File: src/rtl/lampy_pwm_multi.sv
// Multi-channel PWM LED driver with shared period counter and a per-channel
// static / breathe / blink animation driven by a common step prescaler.
module lampy_pwm_multi #(
  parameter int CHANNELS      = 3,
  parameter int PWM_BITS      = 8,
  parameter int CLOCK_FREQ_HZ = 24000000,
  parameter int STEP_HZ       = 1000
) (
  input  logic                clock,
  input  logic                reset_n,
  input  logic                wr_ena,
  input  logic [3:0]          wr_ch,
  input  logic [1:0]          wr_mode,
  input  logic [PWM_BITS-1:0] wr_level,
  input  logic                sync,
  output logic [CHANNELS-1:0] pwm_out,
  output logic                period_start,
  output logic                step_tick
);

  localparam logic [PWM_BITS-1:0] MAX      = {PWM_BITS{1'b1}};
  localparam logic [PWM_BITS-1:0] LAST     = PWM_BITS'((1 << PWM_BITS) - 2);
  localparam int                  DIV      = CLOCK_FREQ_HZ / STEP_HZ;
  localparam int                  PRE_W    = (DIV > 1) ? $clog2(DIV) : 1;
  localparam logic [PRE_W-1:0]    PRE_LAST = PRE_W'(DIV - 1);
  localparam int                  PW       = 2 * PWM_BITS + 1;

  localparam logic [1:0] MODE_OFF     = 2'd0;
  localparam logic [1:0] MODE_STATIC  = 2'd1;
  localparam logic [1:0] MODE_BREATHE = 2'd2;
  localparam logic [1:0] MODE_BLINK   = 2'd3;

  logic [PWM_BITS-1:0] pwm_cnt;
  logic [PRE_W-1:0]    pre_cnt;
  logic                period_end;
  logic                wr_hit;

  logic [1:0]          mode_q   [CHANNELS];
  logic [PWM_BITS-1:0] level_q  [CHANNELS];
  logic [PWM_BITS-1:0] tri_q    [CHANNELS];
  logic                dir_down [CHANNELS];
  logic [PWM_BITS-1:0] duty_q   [CHANNELS];
  logic [PWM_BITS-1:0] target   [CHANNELS];

  // Scales the triangle by (level+1)/2^PWM_BITS so level MAX reaches full MAX.
  function automatic logic [PWM_BITS-1:0] breathe_duty(input logic [PWM_BITS-1:0] t,
                                                       input logic [PWM_BITS-1:0] l);
    logic [PW-1:0] p;
    p = PW'(t) * (PW'(l) + PW'(1));
    return PWM_BITS'(p >> PWM_BITS);
  endfunction

  assign period_end = (pwm_cnt == LAST);
  assign step_tick  = (pre_cnt == PRE_LAST);
  assign wr_hit     = wr_ena && ({28'd0, wr_ch} < CHANNELS);

  always_ff @(posedge clock) begin
    if (!reset_n) begin
      pwm_cnt      <= '0;
      pre_cnt      <= '0;
      period_start <= 1'b0;
    end else begin
      pwm_cnt      <= period_end ? '0 : pwm_cnt + PWM_BITS'(1);
      pre_cnt      <= step_tick ? '0 : pre_cnt + PRE_W'(1);
      period_start <= period_end;
    end
  end

  // A write or sync restarts the triangle and outranks a coincident step.
  always_ff @(posedge clock) begin
    if (!reset_n) begin
      pwm_out <= '0;
      for (int k = 0; k < CHANNELS; k++) begin
        mode_q[k]   <= MODE_OFF;
        level_q[k]  <= '0;
        tri_q[k]    <= '0;
        dir_down[k] <= 1'b0;
        duty_q[k]   <= '0;
      end
    end else begin
      for (int k = 0; k < CHANNELS; k++) begin
        if ((wr_hit && wr_ch == 4'(k)) || sync) begin
          tri_q[k]    <= '0;
          dir_down[k] <= 1'b0;
        end else if (step_tick) begin
          if (!dir_down[k]) begin
            if (tri_q[k] == MAX) begin
              dir_down[k] <= 1'b1;
              tri_q[k]    <= LAST;
            end else begin
              tri_q[k] <= tri_q[k] + PWM_BITS'(1);
            end
          end else if (tri_q[k] == '0) begin
            dir_down[k] <= 1'b0;
            tri_q[k]    <= PWM_BITS'(1);
          end else begin
            tri_q[k] <= tri_q[k] - PWM_BITS'(1);
          end
        end
        if (wr_hit && wr_ch == 4'(k)) begin
          mode_q[k]  <= wr_mode;
          level_q[k] <= wr_level;
        end
        if (period_end) begin
          duty_q[k] <= target[k];
        end
        pwm_out[k] <= (pwm_cnt < duty_q[k]);
      end
    end
  end

  always_comb begin
    for (int k = 0; k < CHANNELS; k++) begin
      target[k] = '0;
      case (mode_q[k])
        MODE_STATIC:  target[k] = level_q[k];
        MODE_BREATHE: target[k] = breathe_duty(tri_q[k], level_q[k]);
        MODE_BLINK:   target[k] = dir_down[k] ? '0 : level_q[k];
        default:      target[k] = '0;
      endcase
    end
  end

endmodule
File: config.mk
export PLATFORM = sky130hd
export DESIGN_NAME = lampy_pwm_multi
export DESIGN_NICKNAME = d
export VERILOG_FILES = /design/src/rtl/lampy_pwm_multi.sv
export SDC_FILE = /design/constraint.sdc
export NUM_CORES = 1
export LEC_CHECK = 0
export CAP_MARGIN = 0
export CORE_MARGIN = 2
export CORE_UTILIZATION = 55
export CTS_BUF_LIST = sky130_fd_sc_hd__clkbuf_8
export DETAILED_ROUTE_END_ITERATION = 7
export GPL_TIMING_DRIVEN = 0
export PLACE_DENSITY = 0.72
export SLEW_MARGIN = 20
export SYNTH_ARGS = -nofsm -noshare
export SYNTH_HDL_FRONTEND = slang
export SYNTH_SLANG_ARGS = --single-unit
export TNS_END_PERCENT = 1
File: constraint.sdc
create_clock -name clock -period 5.87 [get_ports clock]
set_input_delay 1.4675 -clock clock [delete_from_list [all_inputs] [get_ports clock]]
set_output_delay 1.4675 -clock clock [all_outputs]
set_load 0.01 [all_outputs]
==> results.cfg, run 1 <==
[outcome]
status = finished clean

[route]
dr_wl_met3_um = 1310
vias = 9152
route.met2.wl_um = 12600
routed_via_density = 5.64
route.detailed.drc = 0
wl_per_cell_um = 16.3
first_iter_violations = 516
firstDrtPassIters = 6
drt-met1-wl_um = 12200
ant_nets = 0
wirelength_um = 26400
top_layer_used = met4

[placed_design]
placed_cells = 1596
dp_hpwl_um = 20900
gp_congestion = 0.851
portBuffers = 22

[grt]
grt_pass1_wl_um = 44900
overflow = 0
grt_max_degree = 22
grt_use_total_pct = 23.5
antenna_found_initial = 0
grt_pass1_vias = 9216

[clocking]
clockRootBuffer = clkbuf_8
clock_latency_ns = 0.40
cts.sinks = 108
cts_buffers = 9
clk_pin_slew_worst_paths_ns = 0.12
clockBufferDepth = 2
htree_levels = 3
cts_tree = yes

[synth]
synth_top_family_by_area = adder cells
synth_compound_area_share_pct = 8.89
synth_edf_count = 81
yosys.area.top_type = edfxtp_1
muxShareOfSynthArea_pct = 0.516
ys_ff_latch = 108
yosys_warnings = 0
synthXorXnorAreaFrac_pct = 5.05
seq_area_frac_synth_pct = 24.5
syn-mean-instance-area_um2 = 9.38
synth_top_cell_area_share_pct = 20.1
async_flop_share_pct = 0
netlist_area_um2 = 12100
netlist-cell-type-count = 68
synthAdderAreaFrac_pct = 33.1
synth.net_count = 1560
synthCells = 1293
synth.area.top_cells = edfxtp_1 (20%), fa_1 (20%), ha_1 (13%), inv_1 (5.1%), dfxtp_1 (4.5%)
synthFlopType = edfxtp_1
synth-simple-area-share_pct = 21.5

[floorplan]
io_pins = 23
die_h_um = 153
num_rows = 54
dieArea_um2 = 23300
core_um2 = 21800
start_util_pct = 55.8
dieWidth_um = 153

[setup_path]
crit_path_end_kind = flip-flop
critical_path.max_fanout = 8
critPathRequiredTime_ns = 6.02
critPathKind = reg -> reg
cp.arrival_ns = 5.74
start_kind = flip-flop

[power_and_ir_drop]
power_density_nw_per_um2 = 190
swShare_pct = 39.0
p_leak_nw = 6.05
total_power_mw = 2.52
power.internal_mw = 1.54
seqPwrFrac_pct = 36.1
ir_drop_mv = 0.141
clockPowerShare_pct = 20.1
combPwrFrac_pct = 43.8
power.switching_uw = 985

[sta]
post-route-period-util_pct = 95.2
clock_skew_ns = 0.0184
worst_pin_slew_ns = 0.715
period_needed_ns = 5.59
fmax_mhz = 179
max_slew_margin_pct = 52.0
final_hold_viol_count = 0
finalSetupTns_ns = 0
finalSetupViolations = 0
maxSlewViolCount = 0

[layout]
antenna_cells = 0
mostFrequentLayoutCell = inv_1
num-nets-final = 1606
instances_no_fill = 1624
syn2layout_area_growth_pct = 9.45
n_fill_cell = 1856
final_cell_mix = inv_1 (166), ha_1 (129), fa_1 (120)
final_layout_size_suffix_gt1_share_pct = 5.65

[hold_path]
worstHoldPathType = reg -> reg

[job]
cap_violations = 0
## final cells by class
| type | count | area [um2] | share of cell area [%] |
|---|---|---|---|
| multi-input cells | 980 | 8600 | 64.8 |
| flip-flops and latches | 108 | 2970 | 22.4 |
| inverters | 172 | 646 | 4.86 |
| well taps | 280 | 350 | 2.64 |
| repair buffers | 36 | 345 | 2.60 |
| plain buffers | 32 | 134 | 1.01 |
| clock buffers | 9 | 124 | 0.933 |
| clock inverters | 7 | 103 | 0.773 |
## Yosys cell counts (10+ instances only)
| master | count |
|---|---|
| clkbuf_1 | 31 |
| edfxtp_1 | 81 |
| ha_1 | 129 |
| and3_1 | 22 |
| nand3_1 | 37 |
| nand2_1 | 79 |
| nor2b_1 | 69 |
| a31oi_1 | 10 |
| o21ai_0 | 33 |
| a21o_1 | 17 |
| nand2b_1 | 34 |
| nor2_1 | 115 |
| nor3_1 | 16 |
| xor2_1 | 32 |
| fa_1 | 120 |
| and2_1 | 67 |
| xnor2_1 | 38 |
| dfxtp_1 | 27 |
| inv_1 | 166 |
| or3_1 | 15 |
| o21ai_1 | 14 |
| a21oi_1 | 28 |
## state kept, by name, indices dropped and copies added, names as in the netlist
register,cells
pwm_cnt,8
level_q,24
mode_q,6
duty_q,24
tri_q,24
pwm_out,3
dir_down,3
period_start,1
pre_cnt,15
## power groups by stage
stage,Combinational [mW],Clock [mW],Sequential (mW)
finish,1.10,0.508,0.912
global route,1.29,0.537,0.918
CTS,1.10,0.513,0.907
detailed placement,1.09,0,0.924
global placement,1.05,0,0.923
floorplan,0.829,0,0.906
## per-stage QoR
step	setup WS, ns	instance area, um2	hold slack [ns]	utilization (%)
after floorplan	0.638	12100	0.430	-
after global placement	-0.0740	12700	0.448	58.4
after detailed placement	-0.198	12700	0.458	58.6
after CTS	0.0313	13000	0.486	59.9
after global routing	-0.00545	13300	0.510	61.0
final	0.279	13300	0.482	61.0
## worst paths after layout
check | from | end | slack, ns | cells after the start
hold reg to reg | pre_cnt[0] | pre_cnt[0] | 0.48 | 1
hold / removal | pre_cnt[0] | pre_cnt[0] | 0.48 | 1
setup reg to reg | level_q[0][17] | duty_q[0][23] | 0.28 | 17
setup / recovery | level_q[0][17] | duty_q[0][23] | 0.28 | 17
## logic make-up after synthesis
kind of cell    after synthesis
flops                       108
fa+ha+maj                   249
buf+inv                     205
simple gates                494
xor+xnor                     70
compound gates              161
mux                           6
## layer usage
| layer | GRT usage [%] | vias to the layer above |
|---|---|---|
| met5 | 0 | - |
| li1 | - | 4390 |
| met1 | 33.8 | 4492 |
| met3 | 2.84 | 24 |
| met2 | 38.2 | 246 |
| met4 | 6.22 | 0 |
## repair_timing
item / 4_1_cts / 5_1_grt
resized for setup: 9 / 25
hold buffers: 0 / 0
endpoints found under the setup margin: 9 / 13
pin swaps: 0 / 6
buffers inserted: 0 / 13
## worst max-delay path: stages, from the launching register on
cell      delay, ns
edfxtp_1       0.46
ha_1           0.27
xor2_1         0.57
and2_1         0.25
fa_1           0.45
fa_1           0.53
fa_1           0.55
inv_1          0.06
fa_1           0.52
inv_1          0.04
ha_1           0.32
and3_1         0.19
a21oi_1        0.14
o211ai_1       0.16
nand2_1        0.13
o21ai_0        0.11
or3_1          0.32
a32o_1         0.28
Note: power is estimated with default switching activity, not from simulation.
==> inputs of run 2 (changes only) <==
SLEW_MARGIN = 30   (was 20)
==> run 2 against run 1 <==
Routed wire length about the same. Clock power is 8.5% lower. Maximum frequency shrank 0.93%. Critical endpoint unchanged. Sequential power about the same.
==> results.cfg, run 2 (synthesis results as in run 1) <==
[outcome]
status = finished clean

[clocking]
cts_tree = yes
htree_levels = 3
clockRootBuffer = clkbuf_8
cts_buffers = 9
ctsHoldBuffers = 0
clockBufferDepth = 2
clk_pin_slew_worst_paths_ns = 0.12
clock_latency_ns = 0.40
cts.sinks = 108

[layout]
num-nets-final = 1603
instances_no_fill = 1621
fin_area_um2 = 13300
multi_input_area_um2 = 8630
n_fill_cell = 1826
final_cell_mix = inv_1 (166), ha_1 (129), fa_1 (120)
post-route-util_pct = 60.9
antenna_cells = 0
layout.area.seq_um2 = 2970
final_layout_size_suffix_gt1_share_pct = 5.52
mostFrequentLayoutCell = inv_1
top_regs = duty_q: 24 flops, level_q: 24 flops, tri_q: 24 flops
syn2layout_area_growth_pct = 9.30

[placed_design]
portBuffers = 22
dp_hpwl_um = 20900
place_area_um2 = 12700
gp_congestion = 0.851
place_ws_ns = -0.185
placed_cells = 1596

[grt]
grtUsageMet3_pct = 3.07
busiest_layer = met2
met1_usage_pct = 34.0
antenna_found_initial = 0
grt_use_total_pct = 23.5
met2_usage_pct = 38.1
grt_pass1_wl_um = 44800
grt_pass1_vias = 9079
grt_max_degree = 22
overflow = 0

[setup_path]
critPathRequiredTime_ns = 6.01
critical_path.max_fanout = 8
rr_endpoint = duty_q[0][23]
crit_path_end_kind = flip-flop
cp.arrival_ns = 5.79
rrSetupSlack_ns = 0.23
rr_startpoint = level_q[0][17]
crit_start = level_q[0][17]
critPathKind = reg -> reg
rr_worst_depth = 20
start_kind = flip-flop

[floorplan]
dieWidth_um = 153
die_h_um = 153
io_pins = 23
core_um2 = 21800
start_util_pct = 55.8
dieArea_um2 = 23300
num_rows = 54

[sta]
clock_skew_ns = 0.0266
maxSlewViolCount = 0
holdWs_ns = 0.486
finalSetupTns_ns = 0
period_needed_ns = 5.64
max_slew_margin_pct = 48.5
setup_slack_ns = 0.227
finalSetupViolations = 0
rsz0062_at_grt = true
final_hold_viol_count = 0
post-route-period-util_pct = 96.1
worst_pin_slew_ns = 0.767
fmax_mhz = 177

[route]
firstDrtPassIters = 5
vias = 9109
wl_per_cell_um = 16.3
first_iter_violations = 556
routed_via_density = 5.62
ant_nets = 0
route.detailed.drc = 0
wirelength_um = 26400

[power_and_ir_drop]
power_density_nw_per_um2 = 187
ir_drop_mv = 0.143
total_power_mw = 2.48
p_leak_nw = 6.02

[hold_path]
min_from = pre_cnt[0]
hold_depth = 1
hold_end = pre_cnt[0]
worstHoldPathType = reg -> reg

[job]
cap_violations = 0
==> run 2: changes by cell type in the layout (fill, tap and decap cells not counted), moves of 2 or more <==
cell	change
buf_4	-4
clkinvlp_4	+2
xnor2_2	-2
xnor2_4	+2
==> run 2: power by group <==
group	internal [mW]	leakage [nW]	switching, mW	total (mW)
Combinational	0.467	4.89	0.638	1.11
Sequential	0.860	1.04	0.0519	0.912
Clock	0.168	0.0950	0.297	0.465
==> run 2: layer usage <==
metal,routed length (um),vias up
met3,1300,42
li1,-,4395
met1,12300,4447
met4,509,0
met5,0,-
met2,12300,225
==> run 2: worst max-delay path, stage by stage (launching register included) <==
cell	delay (ns)
edfxtp_1	0.44
ha_1	0.27
nand2_1	0.09
nor2_1	0.20
and3_1	0.18
clkbuf_1	0.28
and2_1	0.19
fa_1	0.44
fa_1	0.47
fa_1	0.54
inv_1	0.05
fa_1	0.52
inv_1	0.04
ha_1	0.33
or3_1	0.37
o21ai_0	0.10
inv_1	0.08
nand2_1	0.10
o21ai_0	0.11
or3_1	0.31
a32o_1	0.28
==> run 2: timing repair <==
item,in CTS,in global routing
hold endpoints to repair,0,0
buffers inserted,0,9
endpoints found under the setup margin,10,14
pin swaps,0,6
gates resized for setup,9,29
==> run 2: worst max path at each step <==
stage,endpoint,cells past startpoint
6_report,duty_q[0][23],20
5_1_grt,duty_q[0][23],20
4_1_cts,duty_q[0][7],17
3_5_place_dp,duty_q[0][7],17
3_3_place_gp,duty_q[0][7],17
2_1_floorplan,duty_q[0][23],20
==> run 2: area by class of cell <==
type | count | area share (%)
clock inverter | 7 | 0.595
inverter | 172 | 4.87
buffer | 33 | 1.04
tap | 280 | 2.64
sequential | 108 | 22.4
clock buffer | 9 | 0.934
timing repair buffer | 32 | 2.38
multi-input combinational | 980 | 65.1
